### config.mk
export PLATFORM = sky130hd
export DESIGN_NAME = ex_mem_stage_flat
export DESIGN_NICKNAME = d
export VERILOG_FILES = /design/src/rtl/ex_mem_stage_if.sv /design/src/rtl/ex_mem_stage.sv /design/src/flat_wrapper.sv
export SDC_FILE = /design/constraint.sdc
export NUM_CORES = 1
export LEC_CHECK = 0
export ABC_AREA = 0
export CAP_MARGIN = 10
export CORE_MARGIN = 1.5
export CORE_UTILIZATION = 35
export CTS_CLUSTER_SIZE = 30
export DETAILED_ROUTE_END_ITERATION = 8
export MAX_ROUTING_LAYER = met4
export PLACE_DENSITY = 0.79
export SLEW_MARGIN = 10
export SYNTH_ARGS = -nofsm -noshare
export SYNTH_HDL_FRONTEND = slang
export SYNTH_SLANG_ARGS = --single-unit
### constraint.sdc
create_clock -name clk -period 3.5 [get_ports clk]
set_input_delay 0.7 -clock clk [delete_from_list [all_inputs] [get_ports clk]]
set_output_delay 0.7 -clock clk [all_outputs]
set_load 0.05 [all_outputs]
### src/rtl/ex_mem_stage_if.sv
// EX-side bundle feeding the EX->MEM pipeline register.
// The master is the execute stage; the slave is the pipeline register that returns ex_ready.
interface ex_mem_stage_if #(
  parameter int unsigned REG_W = 5
);
  logic             ex_valid;
  logic [31:0]      ex_alu_result;
  logic             ex_carry;
  logic             ex_zero;
  logic             ex_gt;
  logic             ex_overflow;
  logic             ex_negative;
  logic             ex_set_flags;
  logic [REG_W-1:0] ex_rd;
  logic             ex_reg_write;
  logic             ex_mem_read;
  logic             ex_mem_write;
  logic [31:0]      ex_store_data;
  logic             ex_ready;

  modport master (
    output ex_valid, ex_alu_result, ex_carry, ex_zero, ex_gt, ex_overflow,
           ex_negative, ex_set_flags, ex_rd, ex_reg_write, ex_mem_read,
           ex_mem_write, ex_store_data,
    input  ex_ready
  );

  modport slave (
    input  ex_valid, ex_alu_result, ex_carry, ex_zero, ex_gt, ex_overflow,
           ex_negative, ex_set_flags, ex_rd, ex_reg_write, ex_mem_read,
           ex_mem_write, ex_store_data,
    output ex_ready
  );
endinterface

### src/rtl/ex_mem_stage.sv
// EX->MEM pipeline register: holds on memory stall, squashes on flush, owns the
// architectural {N,Z,C,V,GT} flags, drives MEM->EX forwarding and counts stall cycles.
module ex_mem_stage #(
  parameter int unsigned REG_W = 5,
  parameter int unsigned CNT_W = 16
) (
  input  logic             clk,
  input  logic             rst_n,
  ex_mem_stage_if.slave    ex,
  input  logic             mem_stall,
  input  logic             flush,
  output logic             mem_valid,
  output logic [31:0]      mem_alu_result,
  output logic [REG_W-1:0] mem_rd,
  output logic             mem_reg_write,
  output logic             mem_mem_read,
  output logic             mem_mem_write,
  output logic [31:0]      mem_store_data,
  output logic [4:0]       flags,
  output logic             fwd_en,
  output logic [REG_W-1:0] fwd_rd,
  output logic [31:0]      fwd_value,
  output logic [CNT_W-1:0] stall_cycles
);

  logic       load_en;
  logic       flag_en;
  logic [4:0] flag_next;

  assign ex.ex_ready = ~mem_stall;

  // Flush only matters when the register is actually advancing; a stalled MEM
  // instruction is older than the flush point and must survive.
  assign load_en   = ~mem_stall & ~flush;
  assign flag_en   = load_en & ex.ex_valid & ex.ex_set_flags;
  assign flag_next = {ex.ex_negative, ex.ex_zero, ex.ex_carry, ex.ex_overflow, ex.ex_gt};

  always_ff @(posedge clk or negedge rst_n) begin
    if (!rst_n) begin
      mem_valid      <= 1'b0;
      mem_alu_result <= '0;
      mem_rd         <= '0;
      mem_reg_write  <= 1'b0;
      mem_mem_read   <= 1'b0;
      mem_mem_write  <= 1'b0;
      mem_store_data <= '0;
    end else if (!mem_stall) begin
      if (flush) begin
        // Bubble: control cleared, data fields left as they were.
        mem_valid     <= 1'b0;
        mem_reg_write <= 1'b0;
        mem_mem_read  <= 1'b0;
        mem_mem_write <= 1'b0;
      end else begin
        mem_valid      <= ex.ex_valid;
        mem_alu_result <= ex.ex_alu_result;
        mem_rd         <= ex.ex_rd;
        mem_store_data <= ex.ex_store_data;
        mem_reg_write  <= ex.ex_reg_write & ex.ex_valid;
        mem_mem_read   <= ex.ex_mem_read  & ex.ex_valid;
        mem_mem_write  <= ex.ex_mem_write & ex.ex_valid;
      end
    end
  end

  always_ff @(posedge clk or negedge rst_n) begin
    if (!rst_n) begin
      flags <= '0;
    end else if (flag_en) begin
      flags <= flag_next;
    end
  end

  always_ff @(posedge clk or negedge rst_n) begin
    if (!rst_n) begin
      stall_cycles <= '0;
    end else if (mem_stall && (stall_cycles != '1)) begin
      stall_cycles <= stall_cycles + 1'b1;
    end
  end

  // Loads have no value yet in MEM, and r0 is never a real producer.
  assign fwd_en    = mem_valid & mem_reg_write & ~mem_mem_read & (mem_rd != '0);
  assign fwd_rd    = mem_rd;
  assign fwd_value = mem_alu_result;

endmodule

### src/flat_wrapper.sv
// flat-port wrapper written by rule: the top's interface ports become plain ports
module ex_mem_stage_flat 
#(
  parameter int unsigned REG_W = 5,
  parameter int unsigned CNT_W = 16
)
  (clk, rst_n, mem_stall, flush, mem_valid, mem_alu_result, mem_rd, mem_reg_write, mem_mem_read, mem_mem_write, mem_store_data, flags, fwd_en, fwd_rd, fwd_value, stall_cycles, ex_ex_valid, ex_ex_alu_result, ex_ex_carry, ex_ex_zero, ex_ex_gt, ex_ex_overflow, ex_ex_negative, ex_ex_set_flags, ex_ex_rd, ex_ex_reg_write, ex_ex_mem_read, ex_ex_mem_write, ex_ex_store_data, ex_ex_ready);
  ex_mem_stage_if #(.REG_W(REG_W)) ex_i ();
  input  logic clk;
  input  logic rst_n;
  input  logic mem_stall;
  input  logic flush;
  output logic mem_valid;
  output logic [31:0] mem_alu_result;
  output logic [REG_W-1:0] mem_rd;
  output logic mem_reg_write;
  output logic mem_mem_read;
  output logic mem_mem_write;
  output logic [31:0] mem_store_data;
  output logic [4:0] flags;
  output logic fwd_en;
  output logic [REG_W-1:0] fwd_rd;
  output logic [31:0] fwd_value;
  output logic [CNT_W-1:0] stall_cycles;
  input wire logic [$bits(ex_i.ex_valid)-1:0] ex_ex_valid;
  input wire logic [$bits(ex_i.ex_alu_result)-1:0] ex_ex_alu_result;
  input wire logic [$bits(ex_i.ex_carry)-1:0] ex_ex_carry;
  input wire logic [$bits(ex_i.ex_zero)-1:0] ex_ex_zero;
  input wire logic [$bits(ex_i.ex_gt)-1:0] ex_ex_gt;
  input wire logic [$bits(ex_i.ex_overflow)-1:0] ex_ex_overflow;
  input wire logic [$bits(ex_i.ex_negative)-1:0] ex_ex_negative;
  input wire logic [$bits(ex_i.ex_set_flags)-1:0] ex_ex_set_flags;
  input wire logic [$bits(ex_i.ex_rd)-1:0] ex_ex_rd;
  input wire logic [$bits(ex_i.ex_reg_write)-1:0] ex_ex_reg_write;
  input wire logic [$bits(ex_i.ex_mem_read)-1:0] ex_ex_mem_read;
  input wire logic [$bits(ex_i.ex_mem_write)-1:0] ex_ex_mem_write;
  input wire logic [$bits(ex_i.ex_store_data)-1:0] ex_ex_store_data;
  output wire logic [$bits(ex_i.ex_ready)-1:0] ex_ex_ready;
  assign ex_i.ex_valid = ex_ex_valid;
  assign ex_i.ex_alu_result = ex_ex_alu_result;
  assign ex_i.ex_carry = ex_ex_carry;
  assign ex_i.ex_zero = ex_ex_zero;
  assign ex_i.ex_gt = ex_ex_gt;
  assign ex_i.ex_overflow = ex_ex_overflow;
  assign ex_i.ex_negative = ex_ex_negative;
  assign ex_i.ex_set_flags = ex_ex_set_flags;
  assign ex_i.ex_rd = ex_ex_rd;
  assign ex_i.ex_reg_write = ex_ex_reg_write;
  assign ex_i.ex_mem_read = ex_ex_mem_read;
  assign ex_i.ex_mem_write = ex_ex_mem_write;
  assign ex_i.ex_store_data = ex_ex_store_data;
  assign ex_ex_ready = ex_i.ex_ready;
  ex_mem_stage #(.REG_W(REG_W), .CNT_W(CNT_W)) u_core (.clk(clk), .rst_n(rst_n), .ex(ex_i), .mem_stall(mem_stall), .flush(flush), .mem_valid(mem_valid), .mem_alu_result(mem_alu_result), .mem_rd(mem_rd), .mem_reg_write(mem_reg_write), .mem_mem_read(mem_mem_read), .mem_mem_write(mem_mem_write), .mem_store_data(mem_store_data), .flags(flags), .fwd_en(fwd_en), .fwd_rd(fwd_rd), .fwd_value(fwd_value), .stall_cycles(stall_cycles));
endmodule
==> reports/metrics.cfg, run 1 <==
[final_layout]
nets=555
final_util_pct=56.3
layout_cells_sized_above_1_pct=21.7
antenna_cells=0
syn_to_final_growth_pct=57.8
n_fill_cell=972
multiInputGateArea_um2=1360
final-seq-area_um2=2350
final_cell_area_um2=6370

[clock_network]
cts_buffers=9
numClockSinks=94
cts-hold-fix-buffers=0
clock_latency_ns=0.33
clock_pin_slew_worst_setup_and_hold_paths_ns=0.06
number_of_gates_resized_after_cts=0
post-cts-setup-buffers=0
ctsHtreeMaxLevel=3
clockRootBuffer=clkbuf_16
tritoncts=yes
clock_path_buffers=2

[flow_run]
max-cap-violations=0

[yosys]
synth_largest_type_area_fraction_pct=58.3
synth-main-ff-cell=dfrtp_1
mappedNetlistArea_um2=4040
syn_avg_cell_area_um2=14.1
synth.yosys.warnings=0
synth.ff_latch_count=94
ys_types=32
netlist_instances=286
synthesis.nets=370
async_reset_ff_share_pct=100
synth.yosys.seq_area_share_pct=58.3
synth_top_cell_by_area=dfrtp_1
synth_most_common_cell=dfrtp_1
netlist_top_cells_area=dfrtp_1 58%, mux2_2 21%, buf_4 7.3%
synthTopCellsByCount=94 x dfrtp_1, 75 x mux2_2, 39 x buf_4, 13 x nand2_1
synth_edf_count=0

[setup_path]
reg2reg_depth=4
worst_setup_path_end_kind=primary output
reg2reg_from=u_core.stall_cycles[0]
startpoint_type=flip-flop
critical_path_required_ns=2.80
setup.worst_path.class=reg2out
regToRegEndpoint=u_core.stall_cycles[1]
cp-startpoint=u_core.fwd_rd[0]
cp.arrival_ns=2.24
r2r_setup_slack_ns=1.74
path_max_fanout=4
last_element_of_the_critical_path=fwd_en

[sta]
fmaxAchievable_mhz=340
report.final.slew_viol_count=0
rsz0062_at_grt=no
fin_setup_tns_ns=0
timing.final.setup_violations=0
worst_clock_skew_ns=0.00601
period_share_pct=84.1
worst_pin_slew_ns=0.587
hold_violations=0
timing.final.crit_period_ns=2.94
timing.slew.headroom_pct=60.7
final.setup.worst_slack_ns=0.558

[placed_design]
routabilityCongestion=0.802
count_of_buffers_from_port_buffering=215
place_hpwl_mm=7.59
place_ws_ns=0.781
postPlaceCellArea_um2=6080

[power]
power.leakage_nw=2.61
ir_worst_vdd_uv=312
power_per_cell_area_nw_per_um2=640
finalPower_w=0.00408

[floorplan]
floorplan.initialDensity_pct=35.7
io_pins=216
die_x_um=110
fp.dieArea_um2=12200
core-area_um2=11300
die_height_um=110
core.rowCount=39

[route]
drt_drc_violations_left=0
drt_iter0_markers=69
dr.max_layer_used=met4
met1Wirelength_mm=3.83
vias_per_cell=4.77
detail-route-antenna-nets=0
route.vias.total=2946
wire_length_on_met2_mm=5.19
wl_met3_um=598
drt_wl_total_mm=9.87
wl_per_cell_um=16.0
drt_pass1_iterations=4

[global_route]
grt_start_max_net_pins=39
grt_antenna_before_repair=0
track_usage_pct=17.0
overall_overflow_remaining_after_global_route=0
first_global_vias=3126
grt_first_pass_wirelength_mm=16.1

[status]
run_status=finished, final reports clean

[hold_path]
worstHoldPathType=in2async

## power breakdown
| part | switching, W | internal (W) | total (W) | leakage, nW |
|---|---|---|---|---|
| sequential | 0.000152 | 0.00126 | 0.00141 | 1.13 |
| combinational | 0.00111 | 0.000628 | 0.00173 | 1.34 |
| clock | 0.000374 | 0.000556 | 0.000930 | 0.142 |
| total | 0.00163 | 0.00244 | 0.00408 | 2.61 |
## critical path, stage by stage, from the launching register on
cell and delay [ns]:
dfrtp_1 0.40, or4_1 0.60, nor2_1 0.13, nor3_1 0.07
clkdlybuf4s50_1 0.70
## cell usage in the layout (no fill, tap or decap), drive strengths merged, types with 3 or more instances in the layout
master,count
nand3b,3
o21ai,4
nand4,5
xnor2,8
nand3,5
dfrtp,94
clkdlybuf4s50,214
xor2,5
buf,6
nor3,5
mux2,76
nor2,8
clkbuf,15
nand2,13
## flip-flops by register name, summed over array words and instances, names as in the netlist
register	cells
u_core.flags	5
u_core.fwd_rd	5
u_core.fwd_value	32
u_core.mem_mem_read	1
u_core.mem_mem_write	1
u_core.mem_reg_write	1
u_core.mem_store_data	32
u_core.mem_valid	1
u_core.stall_cycles	16
## logic make-up (layout without fill, tap and decap cells)
group           count (synthesis)  after routing  share of synthesized area, %
flops                          94             94                          58.3
buf+inv                        47            236                          8.18
compound gates                  7              7                          1.49
mux                            76             76                          21.3
xor+xnor                       13             13                          2.82
fa+ha+maj                       1              1                         0.310
simple gates                   48             48                          7.65
## cell type report
type,instances,area share [%]
flip-flops and latches,94,36.9
repair buffers,220,34.3
multi-input cells,145,21.4
clock buffers,15,4.52
well taps,143,2.81
inverters,1,0.0589
## stage by stage
stage	std cells	hold slack [ns]
2_1_floorplan	286	0.404
3_3_place_gp	603	0.468
3_5_place_dp	603	0.494
4_1_cts	618	0.323
5_1_grt	618	0.336
6_report	618	0.307
## per-layer routing
layer | vias to the layer above | GRT usage, %
met2 | 130 | 29.1
met5 | - | -
met3 | 19 | 3.57
li1 | 1323 | -
met4 | 0 | 7.78
met1 | 1474 | 18.9
## how the worst min path moves through the flow
stage | startpoint | endpoint | depth (start not counted)
finish | rst_n | u_core.mem_valid | 1
global route | rst_n | u_core.mem_valid | 1
CTS | rst_n | u_core.mem_valid | 1
detailed placement | u_core.mem_store_data[24] | u_core.mem_store_data[24] | 1
global placement | u_core.mem_mem_write | u_core.mem_mem_write | 2
floorplan | rst_n | u_core.flags[0] | 0
Note: power is estimated with default switching activity, not from simulation.
==> inputs of run 2 (changes only) <==
- clock period: 3.5 -> 2.75 ns (I/O delays scaled with it)
==> reports/metrics.cfg, run 2 (synthesis results as in run 1) <==
[sta]
report.final.slew_viol_count=0  ; unchanged
hold_violations=0  ; unchanged
timing.final.crit_period_ns=2.28
timing.slew.headroom_pct=61.5  ; +0.80 points
timing.final.setup_violations=0  ; unchanged
fin_setup_tns_ns=0  ; unchanged
fmaxAchievable_mhz=439
worst_clock_skew_ns=0.00505  ; -0.000964 ns
rsz0062_at_grt=no
final.setup.worst_slack_ns=0.473  ; -0.0851 ns
period_share_pct=82.8
worst_pin_slew_ns=0.575  ; -0.0120 ns

[floorplan]
die_height_um=110  ; unchanged
die_x_um=110  ; unchanged
core-area_um2=11300  ; unchanged
io_pins=216  ; unchanged
core.rowCount=39  ; unchanged
floorplan.initialDensity_pct=35.7  ; unchanged
fp.dieArea_um2=12200  ; unchanged

[final_layout]
layout.cells.most_common=clkdlybuf4s50_1
syn_to_final_growth_pct=58.7
nets=555  ; unchanged
layout_cells_sized_above_1_pct=22.5  ; +0.79 points
final_cell_mix=212 x clkdlybuf4s50_1, 94 x dfrtp_1, 75 x mux2_2
antenna_cells=0  ; unchanged

[clock_network]
clock_path_buffers=2  ; unchanged
clockRootBuffer=clkbuf_16
clock_pin_slew_worst_setup_and_hold_paths_ns=0.06  ; about the same
tritoncts=yes
ctsHtreeMaxLevel=3  ; unchanged
cts_buffers=9  ; unchanged
clock_latency_ns=0.34  ; about the same
post-cts-setup-buffers=0  ; unchanged
numClockSinks=94  ; unchanged
cts-hold-fix-buffers=0  ; unchanged
number_of_gates_resized_after_cts=0  ; unchanged

[global_route]
grt_antenna_before_repair=0  ; unchanged
grt_first_pass_wirelength_mm=16.2  ; +0.30%
track_usage_pct=17.2  ; +0.27 points
first_global_vias=3065  ; -2.0%
grt_start_max_net_pins=43  ; +10%
overall_overflow_remaining_after_global_route=0  ; unchanged

[setup_path]
startpoint_type=flip-flop
setup.worst_path.class=reg2out
path_max_fanout=4  ; unchanged
reg2reg_depth=4  ; unchanged
critical_path_required_ns=2.20  ; -0.60 ns
cp.arrival_ns=1.73  ; -0.51 ns
worst_setup_path_end_kind=primary output

[route]
drt_pass1_iterations=4  ; unchanged
drt_wl_total_mm=9.96  ; +0.93%
vias_per_cell=4.70  ; -1.4%
drt_iter0_markers=62  ; -10%
route.vias.total=2910  ; -1.2%
drt_drc_violations_left=0  ; unchanged
wl_per_cell_um=16.1  ; +0.77%
detail-route-antenna-nets=0  ; unchanged

[placed_design]
count_of_buffers_from_port_buffering=215  ; unchanged
routabilityCongestion=0.782  ; -2.5%
place_ws_ns=0.464  ; -0.317 ns
place_hpwl_mm=7.53  ; -0.79%

[power]
power_per_cell_area_nw_per_um2=821  ; +28%
ir_worst_vdd_uv=449  ; +44%
power.leakage_nw=2.63  ; +0.82%

[hold_path]
worstHoldPathType=in2async

[flow_run]
max-cap-violations=0  ; unchanged

[status]
run_status=finished, final reports clean

==> run 2: cell types whose count changed in the layout (fill, tap and decap cells not counted) <==
cell	change
buf_12	+2
bufinv_16	+1
clkbuf_1	-1
clkbuf_8	-2
clkdlybuf4s50_1	-2
clkinv_2	+3
==> run 2: stage by stage <==
step	instances	util, %	power, W	cell area [µm²]	hold WS, ns
global route	619	56.6	0.00547	6410	0.230
global placement	603	53.9	0.00401	6100	0.470
finish	619	56.6	0.00526	6410	0.191
CTS	619	56.6	0.00533	6410	0.205
floorplan	286	-	0.00329	4040	0.254
detailed placement	603	53.9	0.00405	6100	0.482
==> run 2: worst paths after layout <==
path	start	endpoint	slack, ns
worst min register to register	u_core.mem_mem_write	u_core.mem_mem_write	0.50
worst max register to register	u_core.stall_cycles[0]	u_core.stall_cycles[1]	0.98
worst min-delay path	rst_n	u_core.stall_cycles[2]	0.19
min in group clk	u_core.mem_mem_write	u_core.mem_mem_write	0.50
worst max-delay path	u_core.fwd_rd[3]	fwd_en	0.47
max in group asynchronous	rst_n	u_core.fwd_value[19]	1.77
==> run 2: per-layer routing <==
layer | part of all wire, % | global-route usage, % | up-vias
li1 | - | - | 1323
met1 | 39 | 18.7 | 1441
met2 | 52 | 29.8 | 130
met3 | 6.2 | 4.34 | 16
met4 | 2.5 | 7.61 | 0
met5 | 0 | - | -
==> run 2: final cells by class <==
type,instances,area [µm²]
Clock inverter,4,45.0
Fill cell,938,4910
Multi-Input combinational cell,145,1360
Clock buffer,12,256
Sequential cell,94,2350
Timing Repair Buffer,220,2210
Inverter,1,3.75
Tap cell,143,179
==> run 2: critical path, cell delays in order (launching register included) <==
cell,delay [ns]
dfrtp_1,0.42
or4_1,0.56
nor2_1,0.16
nor3_1,0.07
buf_4,0.19
==> run 2: power by group <==
part	switching [W]	total [W]	internal [W]
logic	0.00141	0.00221	0.000802
registers	0.000190	0.00180	0.00160
clock network	0.000501	0.00125	0.000750
==> inputs of run 3 (changes only) <==
- clock period: 2.75 -> 2.2 ns (I/O delays scaled with it)
==> reports/metrics.cfg, run 3 (synthesis results as in run 1) <==
[status]
run_status=finished, final reports clean

[setup_path]
path_max_fanout=4  ; unchanged
timing.critical_path.cells=or4_4 > nor2_4 > nor3_2 > buf_4
worst_setup_path_end_kind=primary output
slowest_library_cell_on_the_worst_path=or4_4
reg2reg_from=u_core.stall_cycles[0]
critical-path-max-stage-delay_ns=0.57  ; about the same
path_buf_inv=1  ; unchanged
r2r_setup_slack_ns=0.45  ; -0.53 ns
worst_path_dominant_cell_family=simple AND/OR/NAND/NOR gates
startpoint_type=flip-flop
critical_path_required_ns=1.76  ; -0.44 ns
cp.arrival_ns=1.69  ; -0.04 ns
setup.worst_path.class=reg2out
regToRegEndpoint=u_core.stall_cycles[7]
reg2reg_depth=5  ; +1

[floorplan]
die_x_um=110  ; unchanged
core-area_um2=11300  ; unchanged
io_pins=216  ; unchanged
floorplan.initialDensity_pct=35.7  ; unchanged
die_height_um=110  ; unchanged
fp.dieArea_um2=12200  ; unchanged
core.rowCount=39  ; unchanged

[final_layout]
n_fill_cell=966  ; +3.0%
antenna_cells=0  ; unchanged
multiInputGateArea_um2=1380  ; +1.2%
layout_cells_sized_above_1_pct=23.5  ; +1.0 points
final_cell_mix=212 x clkdlybuf4s50_1, 93 x dfrtp_1, 75 x mux2_2
final-seq-area_um2=2350  ; about the same
syn_to_final_growth_pct=59.6
layout.cells.most_common=clkdlybuf4s50_1
nets=556  ; +0.18%

[global_route]
met2_grt_util_pct=30.1  ; +0.29 points
track_usage_pct=17.7  ; +0.43 points
grt_busiest_layer=met2
overall_overflow_remaining_after_global_route=0  ; unchanged
grt_antenna_before_repair=0  ; unchanged
groute.layer.met1.usage_pct=20.3  ; +1.6 points
grt_start_max_net_pins=58  ; +35%
first_global_vias=3243  ; +5.8%
grt_util_met3_pct=4.45  ; +0.11 points
grt_first_pass_wirelength_mm=16.7  ; +3.2%

[sta]
rsz0062_at_grt=no
fmaxAchievable_mhz=469
report.final.slew_viol_count=0  ; unchanged
worst_pin_slew_ns=0.554  ; -0.0215 ns
timing.final.setup_violations=0  ; unchanged
worst_clock_skew_ns=0.00477  ; -0.000282 ns
timing.slew.headroom_pct=63.0  ; +1.4 points
timing.final.crit_period_ns=2.13
fin_setup_tns_ns=0  ; unchanged
hold_violations=0  ; unchanged
final.setup.worst_slack_ns=0.0696  ; -0.403 ns
period_share_pct=96.8

[route]
drt_iter0_markers=95  ; +53%
wl_per_cell_um=16.6  ; +2.8%
drt_pass1_iterations=4  ; unchanged
route.vias.total=2892  ; -0.62%
drt_drc_violations_left=0  ; unchanged
detail-route-antenna-nets=0  ; unchanged
vias_per_cell=4.66  ; -0.78%
drt_wl_total_mm=10.3  ; +3.0%

[power]
netSwitchingPower_w=0.00264  ; +26%
power.share.switching_pct=40.0  ; +0.049 points
internal-power_w=0.00395  ; +25%
power.leakage_nw=2.65  ; +0.54%
share_clk_of_total_power_pct=23.7  ; about the same
power_per_cell_area_nw_per_um2=1020  ; +25%
p_comb_share_pct=41.9  ; about the same
ir_worst_vdd_uv=483  ; +7.7%
power.sequential.fraction_pct=34.4  ; +0.2 points

[clock_network]
clock_path_buffers=2  ; unchanged
numClockSinks=94  ; unchanged
clock_latency_ns=0.33  ; about the same
cts_buffers=9  ; unchanged
post-cts-setup-buffers=0  ; unchanged
clock_pin_slew_worst_setup_and_hold_paths_ns=0.06  ; about the same
number_of_gates_resized_after_cts=2  ; +2
tritoncts=yes
cts-hold-fix-buffers=0  ; unchanged
clockRootBuffer=clkbuf_16
ctsHtreeMaxLevel=3  ; unchanged

[placed_design]
place_ws_ns=0.148  ; -0.316 ns
routabilityCongestion=0.813  ; +3.9%
count_of_buffers_from_port_buffering=215  ; unchanged
place_hpwl_mm=7.83  ; +4.0%

[hold_path]
worstHoldPathType=in2async

[flow_run]
max-cap-violations=0  ; unchanged

[run 3: metal layers]
layer	wire, µm	up-vias	share of wire (%)
met1	4060	1424	40
met4	150	0	1.5
met5	0	-	0
met2	5400	135	53
li1	-	1321	-
met3	657	12	6.4
[run 3: final cells by class]
type                       count  share of cell area [%]
sequential                    94                    36.5
clock inverter                 4                   0.699
multi-input combinational    145                    21.4
clock buffer                  12                    3.98
inverter                       1                  0.0583
timing repair buffer         221                    34.6
tap                          143                    2.78
[run 3: how the worst max path moves through the flow]
stage,to,cells past startpoint,startpoint
global placement,u_core.stall_cycles[15],5,mem_stall
global route,fwd_en,4,u_core.fwd_rd[0]
CTS,fwd_en,4,u_core.fwd_rd[0]
floorplan,fwd_en,3,u_core.fwd_rd[0]
finish,fwd_en,4,u_core.fwd_rd[0]
detailed placement,u_core.stall_cycles[15],5,mem_stall
[run 3: per-stage QoR]
| step | hold WS, ns | instances | cell area, µm² | util [%] | total power, W |
|---|---|---|---|---|---|
| 2_1_floorplan | 0.144 | 286 | 4040 | - | 0.00411 |
| 3_5_place_dp | 0.447 | 604 | 6130 | 54.1 | 0.00507 |
| 5_1_grt | 0.108 | 620 | 6440 | 56.9 | 0.00685 |
| 4_1_cts | 0.0843 | 620 | 6440 | 56.9 | 0.00666 |
| 3_3_place_gp | 0.437 | 604 | 6130 | 54.1 | 0.00502 |
| 6_report | 0.0702 | 620 | 6440 | 56.9 | 0.00659 |
[run 3: power by group through the flow]
stage | Sequential, W | Clock (W) | Combinational, W
detailed placement | 0.00230 | 0 | 0.00277
global placement | 0.00228 | 0 | 0.00274
finish | 0.00227 | 0.00156 | 0.00276
CTS | 0.00227 | 0.00161 | 0.00278
floorplan | 0.00322 | 0 | 0.000891
global route | 0.00232 | 0.00168 | 0.00285
